**config.mk**
```make
export PLATFORM = sky130hd
export DESIGN_NAME = reg_bus_arbiter
export DESIGN_NICKNAME = d
export VERILOG_FILES = /design/src/rtl/reg_bus_arbiter.sv
export SDC_FILE = /design/constraint.sdc
export NUM_CORES = 1
export LEC_CHECK = 0
export BUFFER_PORTS_ARGS = -buffer_cell sky130_fd_sc_hd__buf_4
export CORE_MARGIN = 1
export CORE_UTILIZATION = 49
export CTS_CLUSTER_SIZE = 40
export DETAILED_ROUTE_END_ITERATION = 12
export GPL_TIMING_DRIVEN = 0
export PLACE_DENSITY = 0.83
export SLEW_MARGIN = 15
export SYNTH_ARGS = -nofsm -noshare
export SYNTH_HDL_FRONTEND = slang
export SYNTH_SLANG_ARGS = --single-unit
```
**constraint.sdc**
```tcl
create_clock -name clk -period 2.93 [get_ports clk]
set_input_delay 0.1465 -clock clk [delete_from_list [all_inputs] [get_ports clk]]
set_output_delay 0.1465 -clock clk [all_outputs]
set_load 0.02 [all_outputs]
```
**src/rtl/reg_bus_arbiter.sv**
```systemverilog
// ---------------------------------------------------------------------------
// reg_bus_arbiter
// Shares the LED register-file port between two masters:
//   m0 = I2C controller (host access, fixed priority, burst lock)
//   m1 = on-chip pattern sequencer
// Accesses are serialised IDLE -> ACCESS -> RESP -> IDLE. All outputs are
// registered, so one access completes every three clocks back to back.
//
// Optional feature: define STARVE_GUARD_EN to add an m1 starvation guard.
// m1 is then forced through after MAX_WAIT lost arbitrations, unless m0 holds
// the lock. Without the macro, m0 priority is strict and the guard logic is
// not built.
// ---------------------------------------------------------------------------
module reg_bus_arbiter #(
    parameter int ADDR_BITS = 3,
    parameter int DATA_BITS = 8,
    parameter int MAX_WAIT  = 4
) (
    input  logic                 clk,
    input  logic                 reset,
    // master 0: I2C controller
    input  logic                 m0_req,
    input  logic                 m0_we,
    input  logic [ADDR_BITS-1:0] m0_addr,
    input  logic [DATA_BITS-1:0] m0_wdata,
    input  logic                 m0_lock,
    output logic                 m0_done,
    output logic [DATA_BITS-1:0] m0_rdata,
    // master 1: pattern sequencer
    input  logic                 m1_req,
    input  logic                 m1_we,
    input  logic [ADDR_BITS-1:0] m1_addr,
    input  logic [DATA_BITS-1:0] m1_wdata,
    output logic                 m1_done,
    output logic [DATA_BITS-1:0] m1_rdata,
    // register-file port
    output logic [ADDR_BITS-1:0] reg_addr,
    output logic [DATA_BITS-1:0] reg_wdata,
    output logic                 reg_w_en,
    output logic                 reg_r_en,
    input  logic [DATA_BITS-1:0] reg_rdata,
    output logic                 busy
);

    localparam logic [1:0] ST_IDLE   = 2'd0;
    localparam logic [1:0] ST_ACCESS = 2'd1;
    localparam logic [1:0] ST_RESP   = 2'd2;

    logic [1:0]           state_q,     state_d;
    logic                 owner_q,     owner_d;     // 0 = m0, 1 = m1
    logic [ADDR_BITS-1:0] reg_addr_q,  reg_addr_d;
    logic [DATA_BITS-1:0] reg_wdata_q, reg_wdata_d;
    logic                 reg_w_en_q,  reg_w_en_d;
    logic                 reg_r_en_q,  reg_r_en_d;
    logic                 m0_done_q,   m0_done_d;
    logic                 m1_done_q,   m1_done_d;
    logic [DATA_BITS-1:0] m0_rdata_q,  m0_rdata_d;
    logic [DATA_BITS-1:0] m1_rdata_q,  m1_rdata_d;
    logic                 busy_q,      busy_d;

    logic                 force_m1;
    logic                 grant_m0;
    logic                 grant_m1;

`ifdef STARVE_GUARD_EN
    localparam int CNT_W = $clog2(MAX_WAIT + 1);

    logic [CNT_W-1:0] starve_q, starve_d;

    // m1 overrides m0 priority once it has waited MAX_WAIT arbitrations;
    // the burst lock still wins so I2C bursts stay atomic
    assign force_m1 = (starve_q == CNT_W'(MAX_WAIT)) && !m0_lock;

    // Count m1 priority losses in IDLE; lock-blocked cycles are not losses
    always_comb begin
        starve_d = starve_q;
        if (state_q == ST_IDLE) begin
            if (grant_m1) begin
                starve_d = '0;
            end else if (grant_m0 && m1_req && !m0_lock &&
                         (starve_q != CNT_W'(MAX_WAIT))) begin
                starve_d = starve_q + CNT_W'(1);
            end
        end
    end

    // Starve counter register
    always_ff @(posedge clk or posedge reset) begin
        if (reset) begin
            starve_q <= '0;
        end else begin
            starve_q <= starve_d;
        end
    end
`else
    assign force_m1 = 1'b0;
`endif

    // Arbitration: lock blocks m1, m0 wins ties unless the guard forces m1
    always_comb begin
        grant_m1 = m1_req && !m0_lock && (!m0_req || force_m1);
        grant_m0 = m0_req && !grant_m1;
    end

    // Next-state and registered-output logic for the access FSM
    always_comb begin
        // NOTE: every variable gets a default before the case so no path
        // leaves one unassigned, which would infer a latch.
        state_d     = state_q;
        owner_d     = owner_q;
        reg_addr_d  = reg_addr_q;
        reg_wdata_d = reg_wdata_q;
        reg_w_en_d  = 1'b0;
        reg_r_en_d  = 1'b0;
        m0_done_d   = 1'b0;
        m1_done_d   = 1'b0;
        m0_rdata_d  = m0_rdata_q;
        m1_rdata_d  = m1_rdata_q;

        case (state_q)
            ST_IDLE: begin
                if (grant_m0 || grant_m1) begin
                    state_d = ST_ACCESS;
                    owner_d = grant_m1;
                    if (grant_m1) begin
                        reg_addr_d  = m1_addr;
                        reg_wdata_d = m1_wdata;
                        reg_w_en_d  = m1_we;
                        reg_r_en_d  = !m1_we;
                    end else begin
                        reg_addr_d  = m0_addr;
                        reg_wdata_d = m0_wdata;
                        reg_w_en_d  = m0_we;
                        reg_r_en_d  = !m0_we;
                    end
                end
            end
            ST_ACCESS: begin
                state_d = ST_RESP;
                // read data is combinational from reg_addr during the strobe
                if (reg_r_en_q) begin
                    if (owner_q) begin
                        m1_rdata_d = reg_rdata;
                    end else begin
                        m0_rdata_d = reg_rdata;
                    end
                end
                m0_done_d = !owner_q;
                m1_done_d = owner_q;
            end
            ST_RESP: begin
                state_d = ST_IDLE;
            end
            default: begin
                state_d = ST_IDLE;
            end
        endcase

        busy_d = (state_d != ST_IDLE);
    end

    // State and output registers; reset drops any in-flight access
    always_ff @(posedge clk or posedge reset) begin
        if (reset) begin
            state_q     <= ST_IDLE;
            owner_q     <= 1'b0;
            reg_addr_q  <= '0;
            reg_wdata_q <= '0;
            reg_w_en_q  <= 1'b0;
            reg_r_en_q  <= 1'b0;
            m0_done_q   <= 1'b0;
            m1_done_q   <= 1'b0;
            m0_rdata_q  <= '0;
            m1_rdata_q  <= '0;
            busy_q      <= 1'b0;
        end else begin
            // NOTE: non-blocking assignments so every flop samples the
            // pre-edge value regardless of statement order.
            state_q     <= state_d;
            owner_q     <= owner_d;
            reg_addr_q  <= reg_addr_d;
            reg_wdata_q <= reg_wdata_d;
            reg_w_en_q  <= reg_w_en_d;
            reg_r_en_q  <= reg_r_en_d;
            m0_done_q   <= m0_done_d;
            m1_done_q   <= m1_done_d;
            m0_rdata_q  <= m0_rdata_d;
            m1_rdata_q  <= m1_rdata_d;
            busy_q      <= busy_d;
        end
    end

    assign reg_addr  = reg_addr_q;
    assign reg_wdata = reg_wdata_q;
    assign reg_w_en  = reg_w_en_q;
    assign reg_r_en  = reg_r_en_q;
    assign m0_done   = m0_done_q;
    assign m1_done   = m1_done_q;
    assign m0_rdata  = m0_rdata_q;
    assign m1_rdata  = m1_rdata_q;
    assign busy      = busy_q;

endmodule

```
==> reports/metrics.yaml <==
leakage_nw: 1.07
synth_fa_ha_area_share_pct: 0
routed_wirelength_um: 3090
path_cells: "nor2_1 > o21a_1 > buf_6 > buf_12 > mux2_4"
drt_iter0_drc: 26
yosys_warnings: 0
min_period_over_period_pct: 47.8
rsz0062_at_grt: "false"
r2r_end: "reg_wdata[7]"
worst_setup_path_start_kind: "flop"
gr-usage-met1_pct: 26.5
final_util_pct: 75.7
yosysTopAreaCell: "dfrtp_1"
async_flop_share_pct: 100
cp.required_ns: 3.16
path_clk_slew_ns: 0.11
layout-drive-gt1-share_pct: 69.4
violations: "DRC"
grt_busiest_layer: "met2"
gp_congestion: 0.721
yosysMostFrequentCell: "dfrtp_1"
dp_slack_ns: 1.56
period_needed_ns: 1.40
r2r_slack_ns: 1.53
clock-skew-final_ns: 0.0117
die_area_um2: 3240
grt_max_degree: 36
syn-num-nets: 130
grt.total_usage_pct: 21.7
ys_ff_latch: 35
cts_inserted_buffers: 5
grt_overflow: 0
cts_root_buf: "clkbuf_4"
hold_ws_ns: 0.0377
wire_per_inst_um: 15.3
antenna_found_initial: 0
ys_top_cells_by_area: "dfrtp_1 59%, mux2_2 17%, mux2_4 6.1%"
drv_cap: 0
vias: 1036
synthDistinctLibCells: 20
cts_tree: "done"
slew_violations: 0
grt_pass1_wl_um: 5110
dp_hpwl_um: 2260
hold_path.class: "in2reg"
clock_path_buffers: 2
power_mw: 2.19
setup_viol: 0
crit_arrival_ns: 1.63
drc_errors: 8
grt_pass1_vias: 1029
critPathTopFamily: "flip-flops"
rr_worst_depth: 5
crit_buf_inv: 2
synth_seq_area_share_pct: 59.2
crit_slowest_cell: "dfrtp_1"
syn2layout_area_growth_pct: 43.7
tns_ns: 0
die_w_um: 56.9
synthFlopType: "dfrtp_1"
clk_latency_ns: 0.34
min_from: "reg_rdata[3]"
gr-usage-met2_pct: 34.3
synth_mux_area_share_pct: 23.5
io_pins: 69
h-tree-depth: 2
ant_nets: 0
fmax_mhz: 714
cpPeakStageDelay_ns: 0.43
ir_worst_vdd_mv: 0.649
avgSynthCellArea_um2: 15.9
portBuffers: 68
netlist_area_um2: 1480
layout.nets: 206
grtUsageMet3_pct: 8.16
holdPathStages: 2
vias_per_cell: 5.15
syn_inst: 93
core_area_um2: 2810
core.rowCount: 19
slew_headroom_pct: 52.6
crit_path_end_kind: "flop"
n_antenna_cell: 0
p_per_area_nw_per_um2: 1030
drt-pass1-iter-count: 8
final.setup.worst_slack_ns: 1.53
min_to: "m0_rdata[3]"
yosys.area_share.xor_xnor_pct: 0
synthSimpleGateAreaFrac_pct: 5.84
r2r_start: "state_q[1]"
synth_common_cells: "35 x dfrtp_1, 22 x mux2_2, 6 x a22o_1, 6 x mux2_4, 5 x a22o_2"
cts.sinks: 35
tightestPinTransition_ns: 0.710
synth_compound_area_share_pct: 7.45
initial_core_util_pct: 52.7
cp_max_fo: 10
status: "finished with violations"
hold_violations: 0
critPathKind: "reg2reg"
synth_top_family_by_area: "multiplexers"
synth_enable_flop_cells: 0
synth.top_cell.area_share_pct: 59.2
die_y_um: 56.9
## per-stage QoR
stage | cell area, µm² | std cells
2_1_floorplan | 1480 | 93
3_3_place_gp | 2030 | 192
3_5_place_dp | 2030 | 192
4_1_cts | 2120 | 201
5_1_grt | 2120 | 201
6_report | 2120 | 201
## sequential cells by signal, summed over array words and instances (netlist names)
signal and flops:
reg_addr 3, m0_rdata 8, reg_r_en 1, reg_w_en 1, reg_wdata 8, m1_done 1
busy 1, state_q 2, m1_rdata 8, m0_done 1, owner_q 1
## where the power goes
part / internal (mW) / switching (mW) / leakage, nW
sequential: 0.697 / 0.117 / 0.434
clock: 0.202 / 0.159 / 0.0482
combinational: 0.536 / 0.476 / 0.589
total: 1.43 / 0.752 / 1.07
## area by class of cell
type	instances	area, µm²
plain buffers	5	55.1
clock buffers	6	51.3
clock inverters	2	35.0
fillers	181	681
inverters	1	3.75
multi-input cells	52	544
flip-flops and latches	35	876
well taps	31	38.8
repair buffers	69	520
## worst max path at each step
stage / endpoint / slack [ns] / depth (start not counted) / start
floorplan: m0_rdata[0] / 1.65 / 4 / state_q[1]
global placement: m0_rdata[0] / 1.57 / 4 / state_q[1]
detailed placement: m0_rdata[6] / 1.56 / 4 / state_q[1]
CTS: reg_wdata[7] / 1.53 / 5 / state_q[1]
global route: m0_rdata[6] / 1.48 / 4 / state_q[1]
finish: reg_wdata[7] / 1.53 / 5 / state_q[1]
## cell families after synthesis
group,Yosys count
multiplexers,29
flip-flops,35
AO/OA/AOI/OAI,12
buffers and inverters,6
AND/OR/NAND/NOR,11
## routing by layer
| metal | vias to the layer above | share of wire, % |
|---|---|---|
| met2 | 49 | 48 |
| met5 | - | 0 |
| met3 | 11 | 8.1 |
| met1 | 492 | 41 |
| met4 | 0 | 2.2 |
| li1 | 484 | - |
## cells in the final DEF (no fill, tap or decap)
cell            n
buf_12          1
clkbuf_4        5
nor2b_4         1
nor2b_1         3
nand3_2         1
a22o_1          6
mux2_4          6
o21a_1          1
dfrtp_1        35
or2_1           1
buf_6           2
nor2_1          1
mux2i_1         1
mux2_2         22
nor3b_2         1
dlygate4sd3_1   1
buf_4          69
a22o_2          5
and3b_1         1
clkbuf_8        1
bufinv_16       1
clkinv_2        1
inv_2           1
buf_2           1
and2_1          2
## repair_timing
item                       4_1_cts  5_1_grt
buffers inserted                 0        0
hold buffers                     1        0
resized for setup                0        0
hold endpoints to repair        35        0
setup endpoints to repair        0        0
No activity file was read; power rests on OpenSTA's default activity.
